File: src/rtl/interrupt_sequencer_if.sv
// Interrupt sequencer datapath bundle: cause/status/pc inputs from the pipeline
// and the SPR write port / PC redirect outputs back to it.
interface interrupt_sequencer_if #(
    parameter int NCAUSE = 23
);
    logic [NCAUSE-1:0] ca;
    logic [31:0]       sr;
    logic [31:0]       esr;
    logic [31:0]       epc;
    logic              eret;
    logic [31:0]       pc;
    logic [31:0]       next_pc;
    logic [31:0]       ea;
    logic              mode;

    logic              stall;
    logic              spr_we;
    logic [2:0]        spr_addr;
    logic [31:0]       spr_wdata;
    logic              pc_load;
    logic [31:0]       pc_target;
    logic              mode_out;
    logic              jisr;
    logic [4:0]        il;
    logic              busy;

    // slave: the sequencer itself; master: the pipeline / datapath side
    modport slave (
        input  ca, sr, esr, epc, eret, pc, next_pc, ea, mode,
        output stall, spr_we, spr_addr, spr_wdata, pc_load, pc_target,
               mode_out, jisr, il, busy
    );
    modport master (
        output ca, sr, esr, epc, eret, pc, next_pc, ea, mode,
        input  stall, spr_we, spr_addr, spr_wdata, pc_load, pc_target,
               mode_out, jisr, il, busy
    );
endinterface

File: src/rtl/interrupt_sequencer.sv
// Interrupt/exception sequencer: saves ESR/ECA/EPC/EDATA/SR one per cycle through
// the single SPR port, vectors to the ISR, and handles eret restore.
//
// state   | meaning
// IDLE    | waiting for a pending cause or an eret
// S_ESR   | writing saved status into ESR
// S_ECA   | writing masked cause vector into ECA
// S_EPC   | writing return pc into EPC
// S_EDATA | writing effective address into EDATA
// VECTOR  | clearing SR, redirecting pc to the ISR, jisr pulse
// R_SR    | eret: restoring SR from ESR
// R_JUMP  | eret: jumping back to EPC, restoring mode
module interrupt_sequencer #(
    parameter int              NCAUSE       = 23,
    parameter int              NUM_INTERNAL = 7,
    parameter logic [31:0]     SISR_ADDR    = 32'h0000_0000,
    parameter logic [NCAUSE-1:0] RPT_MASK   = 'h18
) (
    input  logic                  clk,
    input  logic                  reset,
    interrupt_sequencer_if.slave  bus
);

    typedef enum logic [2:0] {
        IDLE, S_ESR, S_ECA, S_EPC, S_EDATA, VECTOR, R_SR, R_JUMP
    } state_t;

    state_t            state;
    logic [NCAUSE-1:0] mca;
    logic              pending;
    logic [4:0]        il_next;

    logic [31:0]       sr_q;
    logic [31:0]       mca_q;
    logic [31:0]       epc_q;
    logic [31:0]       ea_q;
    logic              mode_q;
    logic              saved_mode;

    always_comb begin
        mca = '0;
        for (int i = 0; i < NCAUSE; i++) begin
            mca[i] = (i < NUM_INTERNAL) ? bus.ca[i] : (bus.ca[i] & bus.sr[i]);
        end
    end

    assign pending = |mca;

    always_comb begin
        il_next = '0;
        for (int i = NCAUSE - 1; i >= 0; i--) begin
            if (mca[i]) il_next = 5'(i);
        end
    end

    // Outputs are registered for the state being entered, so they track state exactly.
    always_ff @(posedge clk) begin
        if (reset) begin
            state          <= IDLE;
            bus.stall      <= 1'b0;
            bus.spr_we     <= 1'b0;
            bus.spr_addr   <= '0;
            bus.spr_wdata  <= '0;
            bus.pc_load    <= 1'b0;
            bus.pc_target  <= '0;
            bus.mode_out   <= 1'b0;
            bus.jisr       <= 1'b0;
            bus.il         <= '0;
            bus.busy       <= 1'b0;
            sr_q           <= '0;
            mca_q          <= '0;
            epc_q          <= '0;
            ea_q           <= '0;
            mode_q         <= 1'b0;
            saved_mode     <= 1'b0;
        end else begin
            bus.stall     <= 1'b0;
            bus.spr_we    <= 1'b0;
            bus.spr_addr  <= '0;
            bus.spr_wdata <= '0;
            bus.pc_load   <= 1'b0;
            bus.jisr      <= 1'b0;
            bus.busy      <= 1'b0;
            case (state)
                IDLE: begin
                    if (pending) begin
                        sr_q          <= bus.sr;
                        mca_q         <= 32'(mca);
                        epc_q         <= RPT_MASK[il_next] ? bus.pc : bus.next_pc;
                        ea_q          <= bus.ea;
                        mode_q        <= bus.mode;
                        bus.il        <= il_next;
                        state         <= S_ESR;
                        bus.stall     <= 1'b1;
                        bus.busy      <= 1'b1;
                        bus.spr_we    <= 1'b1;
                        bus.spr_addr  <= 3'd1;
                        bus.spr_wdata <= bus.sr;
                    end else if (bus.eret && !bus.mode_out) begin
                        epc_q         <= bus.epc;
                        state         <= R_SR;
                        bus.stall     <= 1'b1;
                        bus.busy      <= 1'b1;
                        bus.spr_we    <= 1'b1;
                        bus.spr_addr  <= 3'd0;
                        bus.spr_wdata <= bus.esr;
                    end
                end
                S_ESR: begin
                    state         <= S_ECA;
                    bus.stall     <= 1'b1;
                    bus.busy      <= 1'b1;
                    bus.spr_we    <= 1'b1;
                    bus.spr_addr  <= 3'd2;
                    bus.spr_wdata <= mca_q;
                end
                S_ECA: begin
                    state         <= S_EPC;
                    bus.stall     <= 1'b1;
                    bus.busy      <= 1'b1;
                    bus.spr_we    <= 1'b1;
                    bus.spr_addr  <= 3'd3;
                    bus.spr_wdata <= epc_q;
                end
                S_EPC: begin
                    state         <= S_EDATA;
                    bus.stall     <= 1'b1;
                    bus.busy      <= 1'b1;
                    bus.spr_we    <= 1'b1;
                    bus.spr_addr  <= 3'd4;
                    bus.spr_wdata <= ea_q;
                end
                S_EDATA: begin
                    state         <= VECTOR;
                    bus.stall     <= 1'b1;
                    bus.busy      <= 1'b1;
                    bus.spr_we    <= 1'b1;
                    bus.spr_addr  <= 3'd0;
                    bus.spr_wdata <= '0;
                    bus.pc_load   <= 1'b1;
                    bus.pc_target <= SISR_ADDR;
                    bus.jisr      <= 1'b1;
                end
                VECTOR: begin
                    state        <= IDLE;
                    bus.mode_out <= 1'b0;
                    saved_mode   <= mode_q;
                end
                R_SR: begin
                    state         <= R_JUMP;
                    bus.stall     <= 1'b1;
                    bus.busy      <= 1'b1;
                    bus.pc_load   <= 1'b1;
                    bus.pc_target <= epc_q;
                end
                R_JUMP: begin
                    state        <= IDLE;
                    bus.mode_out <= saved_mode;
                end
                default: state <= IDLE;
            endcase
        end
    end

endmodule

File: src/flat_wrapper.sv
// flat-port wrapper written by rule: the top's interface ports become plain ports
module interrupt_sequencer_flat 
#(
    parameter int              NCAUSE       = 23,
    parameter int              NUM_INTERNAL = 7,
    parameter logic [31:0]     SISR_ADDR    = 32'h0000_0000,
    parameter logic [NCAUSE-1:0] RPT_MASK   = 'h18
)
  (clk, reset, bus_ca, bus_sr, bus_esr, bus_epc, bus_eret, bus_pc, bus_next_pc, bus_ea, bus_mode, bus_stall, bus_spr_we, bus_spr_addr, bus_spr_wdata, bus_pc_load, bus_pc_target, bus_mode_out, bus_jisr, bus_il, bus_busy);
  interrupt_sequencer_if #(.NCAUSE(NCAUSE)) bus_i ();
  input  logic clk;
  input  logic reset;
  input wire logic [$bits(bus_i.ca)-1:0] bus_ca;
  input wire logic [$bits(bus_i.sr)-1:0] bus_sr;
  input wire logic [$bits(bus_i.esr)-1:0] bus_esr;
  input wire logic [$bits(bus_i.epc)-1:0] bus_epc;
  input wire logic [$bits(bus_i.eret)-1:0] bus_eret;
  input wire logic [$bits(bus_i.pc)-1:0] bus_pc;
  input wire logic [$bits(bus_i.next_pc)-1:0] bus_next_pc;
  input wire logic [$bits(bus_i.ea)-1:0] bus_ea;
  input wire logic [$bits(bus_i.mode)-1:0] bus_mode;
  output wire logic [$bits(bus_i.stall)-1:0] bus_stall;
  output wire logic [$bits(bus_i.spr_we)-1:0] bus_spr_we;
  output wire logic [$bits(bus_i.spr_addr)-1:0] bus_spr_addr;
  output wire logic [$bits(bus_i.spr_wdata)-1:0] bus_spr_wdata;
  output wire logic [$bits(bus_i.pc_load)-1:0] bus_pc_load;
  output wire logic [$bits(bus_i.pc_target)-1:0] bus_pc_target;
  output wire logic [$bits(bus_i.mode_out)-1:0] bus_mode_out;
  output wire logic [$bits(bus_i.jisr)-1:0] bus_jisr;
  output wire logic [$bits(bus_i.il)-1:0] bus_il;
  output wire logic [$bits(bus_i.busy)-1:0] bus_busy;
  assign bus_i.ca = bus_ca;
  assign bus_i.sr = bus_sr;
  assign bus_i.esr = bus_esr;
  assign bus_i.epc = bus_epc;
  assign bus_i.eret = bus_eret;
  assign bus_i.pc = bus_pc;
  assign bus_i.next_pc = bus_next_pc;
  assign bus_i.ea = bus_ea;
  assign bus_i.mode = bus_mode;
  assign bus_stall = bus_i.stall;
  assign bus_spr_we = bus_i.spr_we;
  assign bus_spr_addr = bus_i.spr_addr;
  assign bus_spr_wdata = bus_i.spr_wdata;
  assign bus_pc_load = bus_i.pc_load;
  assign bus_pc_target = bus_i.pc_target;
  assign bus_mode_out = bus_i.mode_out;
  assign bus_jisr = bus_i.jisr;
  assign bus_il = bus_i.il;
  assign bus_busy = bus_i.busy;
  interrupt_sequencer #(.NCAUSE(NCAUSE), .NUM_INTERNAL(NUM_INTERNAL), .SISR_ADDR(SISR_ADDR), .RPT_MASK(RPT_MASK)) u_core (.clk(clk), .reset(reset), .bus(bus_i));
endmodule
File: config.mk
export PLATFORM = sky130hd
export DESIGN_NAME = interrupt_sequencer_flat
export DESIGN_NICKNAME = d
export VERILOG_FILES = /design/src/rtl/interrupt_sequencer_if.sv /design/src/rtl/interrupt_sequencer.sv /design/src/flat_wrapper.sv
export SDC_FILE = /design/constraint.sdc
export NUM_CORES = 1
export LEC_CHECK = 0
export CAP_MARGIN = 20
export CORE_UTILIZATION = 49
export CTS_BUF_LIST = sky130_fd_sc_hd__clkbuf_8
export CTS_CLUSTER_SIZE = 16
export DETAILED_ROUTE_END_ITERATION = 16
export PLACE_DENSITY = 0.89
export SLEW_MARGIN = 20
export SYNTH_ARGS = -nofsm -noshare
export SYNTH_HDL_FRONTEND = slang
export SYNTH_SLANG_ARGS = --single-unit
File: constraint.sdc
create_clock -name clk -period 4.3 [get_ports clk]
set_input_delay 1.075 -clock clk [delete_from_list [all_inputs] [get_ports clk]]
set_output_delay 1.075 -clock clk [all_outputs]
set_load 0.005 [all_outputs]
Word level (Yosys, flattened, before mapping). Memories as Yosys holds them, arrays and structs flattened. Index checks and enable logic that the tools add are counted.

Bits in registers: 169. Bits in read-only memories: 32. Memories: 1.

Magnitude comparators: 1. Equality and inequality tests: 8. Muxes and demuxes: 43. Bitwise logic cells: 16. Reductions and logical operators: 13.

Memory list: (no name shown) (depth 32, width 1, rd ports 1, clocked after memory_dff 0, wr ports 0, line interrupt_sequencer.sv:89) `epc_q <= RPT_MASK[il_next] ? bus.pc : bus.next_pc;`.

Operator list (number): 32-bit two-way mux (5); 32-bit one-hot mux with 4 select lines (1); 5-bit two-way mux (23); 32-bit one-hot mux with 2 select lines (1); 23-bit OR reduction (1); 3-bit one-hot mux with 7 select lines (1); 1-bit bitwise AND (16); 3-bit equality test, second input constant (4); 3-bit one-hot mux with 4 select lines (1); 3-bit by 2-bit equality test with 1-bit output, second input constant (2); 5-bit by 6-bit < comparator with 1-bit output, second input constant (1); 1-bit two-way mux (6); 3-bit two-way mux (2); 1-bit one-hot mux with 2 select lines (3); 2-bit nonzero test (3); 5-bit OR reduction (1); 2-bit AND reduction (2); 2-bit OR reduction (2); 4-bit OR reduction (1); 3-bit by 1-bit equality test with 1-bit output, second input constant (1); 3-bit logical NOT (1); 3-bit by 1-bit inequality test with 1-bit output, second input constant (1); 1-bit logical AND (1); 1-bit logical NOT (1).

Logic depth before layout (Yosys ltp).
Word-level depth: 28. Depth in mapped cells: 8. Gate-level depth less buffers: 6.

Least setup slack after synthesis. OpenSTA, ideal clock, no wires.

Path type: in2reg. Start point: input port bus_sr[20]. End point: register u_core.epc_q[1]. Data arrival time: 2785 ps. Data required time: 4183 ps. Path slack: 1398 ps. Stages: 7. Path through: a222oi_1 -> nand4_1 -> nor4_4 -> buf_2 -> buf_2 -> a21oi_1 -> a32o_1.

Longest elaborated chain between the ends: 26. Elaborated cells on any way between the ends: 29. Those cells by class: mux (24); bitwise (1); reduce/logical (3); memory (1).

RTL lines: from (decl) (line flat_wrapper.sv:14) `input wire logic [$bits(bus_i.sr)-1:0] bus_sr;`; 1-bit bitwise AND * (line interrupt_sequencer.sv:43) `mca[i] = (i < NUM_INTERNAL) ? bus.ca[i] : (bus.ca[i] & bus.sr[i]);`; 5-bit two-way mux (21 in a row) (line interrupt_sequencer.sv:52) `if (mca[i]) il_next = 5'(i);`; memory 32 x 1 bit; 1-bit two-way mux (not written as such) (line interrupt_sequencer.sv:89); 32-bit two-way mux (line interrupt_sequencer.sv:89); 32-bit two-way mux (line interrupt_sequencer.sv:86) `if (pending) begin`; to (signal assigned) (line interrupt_sequencer.sv:89); to (signal assigned) (line interrupt_sequencer.sv:100) `epc_q <= bus.epc;`; to (decl) (line interrupt_sequencer.sv:35) `logic [31:0] epc_q;`.

Mark *: on every way between the ends. The rest lies on a longest branch, timed or not. The select of a mux whose other input is x is not followed. A chain may end at the register's enable or synchronous reset.

Worst setup path after layout.
Start point: input port bus_ca[0]. End point: register u_core.bus.spr_wdata[0].

Longest elaborated chain between the ends: 3.

RTL lines: from (decl) (line flat_wrapper.sv:13) `input wire logic [$bits(bus_i.ca)-1:0] bus_ca;`; 23-bit OR reduction (line interrupt_sequencer.sv:47) `assign pending = |mca;`; 32-bit two-way mux (line interrupt_sequencer.sv:86); 32-bit one-hot mux with 4 select lines (line interrupt_sequencer.sv:84) `case (state)`; to (signal assigned) (line interrupt_sequencer.sv:98) `bus.spr_wdata <= bus.sr;`; to (signal assigned) (line interrupt_sequencer.sv:106) `bus.spr_wdata <= bus.esr;`; to (signal assigned) (line interrupt_sequencer.sv:115) `bus.spr_wdata <= mca_q;`; to (decl) (line interrupt_sequencer_if.sv:30) `output stall, spr_we, spr_addr, spr_wdata, pc_load, pc_target,`.

Every way passes these cells.

==> flow_summary_export.csv <==
group,metric,value,unit
routing,viasPerCell,5.72,
hold_path,hold_start,"u_core.bus.pc_target[20]",
synthesis,synth_cells,977,
sta,maxSlewViolCount,0,
cells_and_area,area_growth,47.2,%
synthesis,yosysSeqAreaShare,0.446,
routing,wl,25.9,mm
routing,routedWlPerCell,18.1,µm
sta,worst_pin_slew,1.13,ns
synthesis,synth_edf_count,0,
synthesis,avgSynthCellArea,7.76,µm²
cells_and_area,multi_input_area,0.00386,mm²
routing,vias,8191,
critical_path,end_kind,"flip-flop",
floorplan,start_util,0.501,
routing,firstDrtPassIters,5,
flow_run,maxCapViolCount,0,
floorplan,core_area,0.0151,mm²
synthesis,synth_flop_cell,"dfxtp_1",
cells_and_area,num_antenna_cells,0,
cells_and_area,nets,1450,
synthesis,ys_warn_count,0,
global_route,overflow,0,
pwr,vdd_drop_max,187,µV
floorplan,rows,45,
cells_and_area,post-route-util,0.737,
cts,clock_path_buffers,2,
critical_path,slowest_stage,"nor4_1",
synthesis,ys_seq_elements,169,
sta,rsz0062_at_grt,"no",
sta,hold_viol_final,0,
critical_path,cp.required,4.62,ns
placed_design,gp_congestion,0.882,
cts,post_cts_buffers,0,
cts,path_clk_slew,0.08,ns
cts,clkLatencyLatePin,0.47,ns
sta,fmaxAchievable,287,MHz
run_status,status,"finished, final reports clean",
global_route,grt_pass1_wl,39.6,mm
routing,drc,0,
sta,slew_headroom,0.246,
sta,post-route-period-util,0.811,
pwr,power_density,342,mW/mm²
synthesis,async_flop_share,0,
sta,fin_crit,3.49,ns
synthesis,synth_area_leaders,"dfxtp_1 (45%), a21oi_1 (12%), nand2_1 (11%)",
critical_path,start_kind,"input port",
global_route,grt_util_all_layers,0.319,
global_route,grt_pass1_vias,7723,
routing,drt_iter0_drc,737,
critical_path,crit_fanout,34,
cts,cts_root_buffer,"clkbuf_8",
synthesis,synth_nets,1196,
critical_path,critPathLaunch,"bus_ca[0]",
synthesis,synthTopCellsByCount,"nand2_1 (222), a21oi_1 (182), dfxtp_1 (169), nor2_1 (80), clkbuf_1 (61)",
cells_and_area,drive_gt1_frac,0.0893,
cts,cts-htree-levels,4,
critical_path,arrival,3.81,ns
cts,cts_tree,"built",
cts,clock-sinks,169,
sta,setup_violations,0,
floorplan,ioPinCount,297,
synthesis,synth_top_cell_area_share,0.446,
synthesis,ys_types,40,
placed_design,place.detailed.hpwl,18.0,mm
critical_path,crit_chain,"clkdlybuf4s50_1, nor4_1, nand3_1, nor4_4, nor2b_4, buf_16, buf_4, a221oi_1, nor2_1",
cts,hold_buffers,0,
synthesis,post-synth-top-count-cell,"nand2_1",
critical_path,crit-reg2reg-launch,"u_core.state[1]",
cts,cts_made_buffers,17,
floorplan,die_x,126,µm
cts,cts-resized-gates,0,
sta,clock-skew-final,0.0103,ns
critical_path,worstSetupPathType,"in -> reg",
hold_path,worstHoldPathType,"reg -> reg",
floorplan,die-area,0.0160,mm²
cells_and_area,fillers,1131,
global_route,grt_max_degree,90,
critical_path,cpPeakStageDelay,0.54,ns
synthesis,synth_top_area_cell,"dfxtp_1",
pwr,leakage,4.15,nW
cells_and_area,seq_area,0.00339,mm²
placed_design,port_buffers,296,
routing,antenna_left,0,
synthesis,synthesis.area,0.00758,mm²
global_route,antenna_found_initial,0,
sta,finalSetupTns,0,ns
floorplan,die_height,126,µm
## area by class of cell
cell class | count | area share
Tap cell | 188 | 0.0211
Timing Repair Buffer | 323 | 0.287
Multi-Input combinational cell | 718 | 0.346
Clock inverter | 7 | 0.0122
Sequential cell | 169 | 0.303
Inverter | 2 | 0.000672
Clock buffer | 24 | 0.0296
## flip-flops by register name (all words and copies together) (netlist names)
name	flops
u_core.bus.il	5
u_core.bus.jisr	1
u_core.bus.mode_out	1
u_core.bus.pc_load	1
u_core.bus.pc_target	32
u_core.bus.spr_addr	3
u_core.bus.spr_wdata	32
u_core.bus.spr_we	1
u_core.bus.stall	1
u_core.ea_q	32
u_core.epc_q	32
u_core.mca_q	23
u_core.mode_q	1
u_core.saved_mode	1
u_core.state	3
## worst max-delay path, delay by kind of cell
| kind | cells | cell delay [ns] |
|---|---|---|
| AND/OR/NAND/NOR | 5 | 1.53 |
| buffers and inverters | 3 | 0.89 |
| AO/OA/AOI/OAI | 1 | 0.30 |
## stage by stage
step	worst slack [ns]	hold slack, ns	area [µm²]	power [mW]	cells
2_1_floorplan	1.40	0.433	7580	2.12	977
3_3_place_gp	0.486	0.437	10700	2.51	1399
3_5_place_dp	0.413	0.443	10700	2.53	1399
4_1_cts	0.876	0.457	11100	3.81	1430
6_report	0.811	0.456	11200	3.82	1431
5_1_grt	0.612	0.471	11200	3.96	1431
## cell families after synthesis
family,count (synthesis),share of synthesized area
AOI/OAI and AO/OA,274,0.226
DFF,169,0.446
and+or+nand+nor,409,0.231
xor gates and xnor gates,1,0.00115
muxes,34,0.0467
buffers and inverters,90,0.0493
## path summary, 6_finish.rpt
path | end | slack [ns] | cells past startpoint
max | u_core.bus.spr_wdata[0] | 0.81 | 9
min | u_core.bus.pc_target[20] | 0.46 | 2
max reg2reg | u_core.bus.spr_wdata[30] | 1.87 | 4
min reg2reg | u_core.bus.pc_target[20] | 0.46 | 2
## metal layers
metal / vias to the layer above / GRT usage / wire (µm)
li1: 3911 / - / -
met1: 3827 / 0.402 / 10400
met2: 401 / 0.525 / 12300
met3: 52 / 0.0717 / 2360
met4: 0 / 0.140 / 765
met5: - / 0 / 0
## placed cells by master (no fill, tap or decap), types with 22 or more instances in the layout
cell,instances
clkdlybuf4s50_1,295
nand2_1,222
a21oi_1,182
dfxtp_1,167
nor2_1,80
nand3_1,49
or2_2,33
a32o_1,32
buf_4,25
clkbuf_8,24
a221oi_1,23
mux2i_1,22
## where the power goes
part | switching, mW | internal [mW]
clock network | 0.569 | 0.737
registers | 0.0760 | 1.67
logic | 0.356 | 0.415
total | 1.00 | 2.82
(Power assumes the default switching activity.)
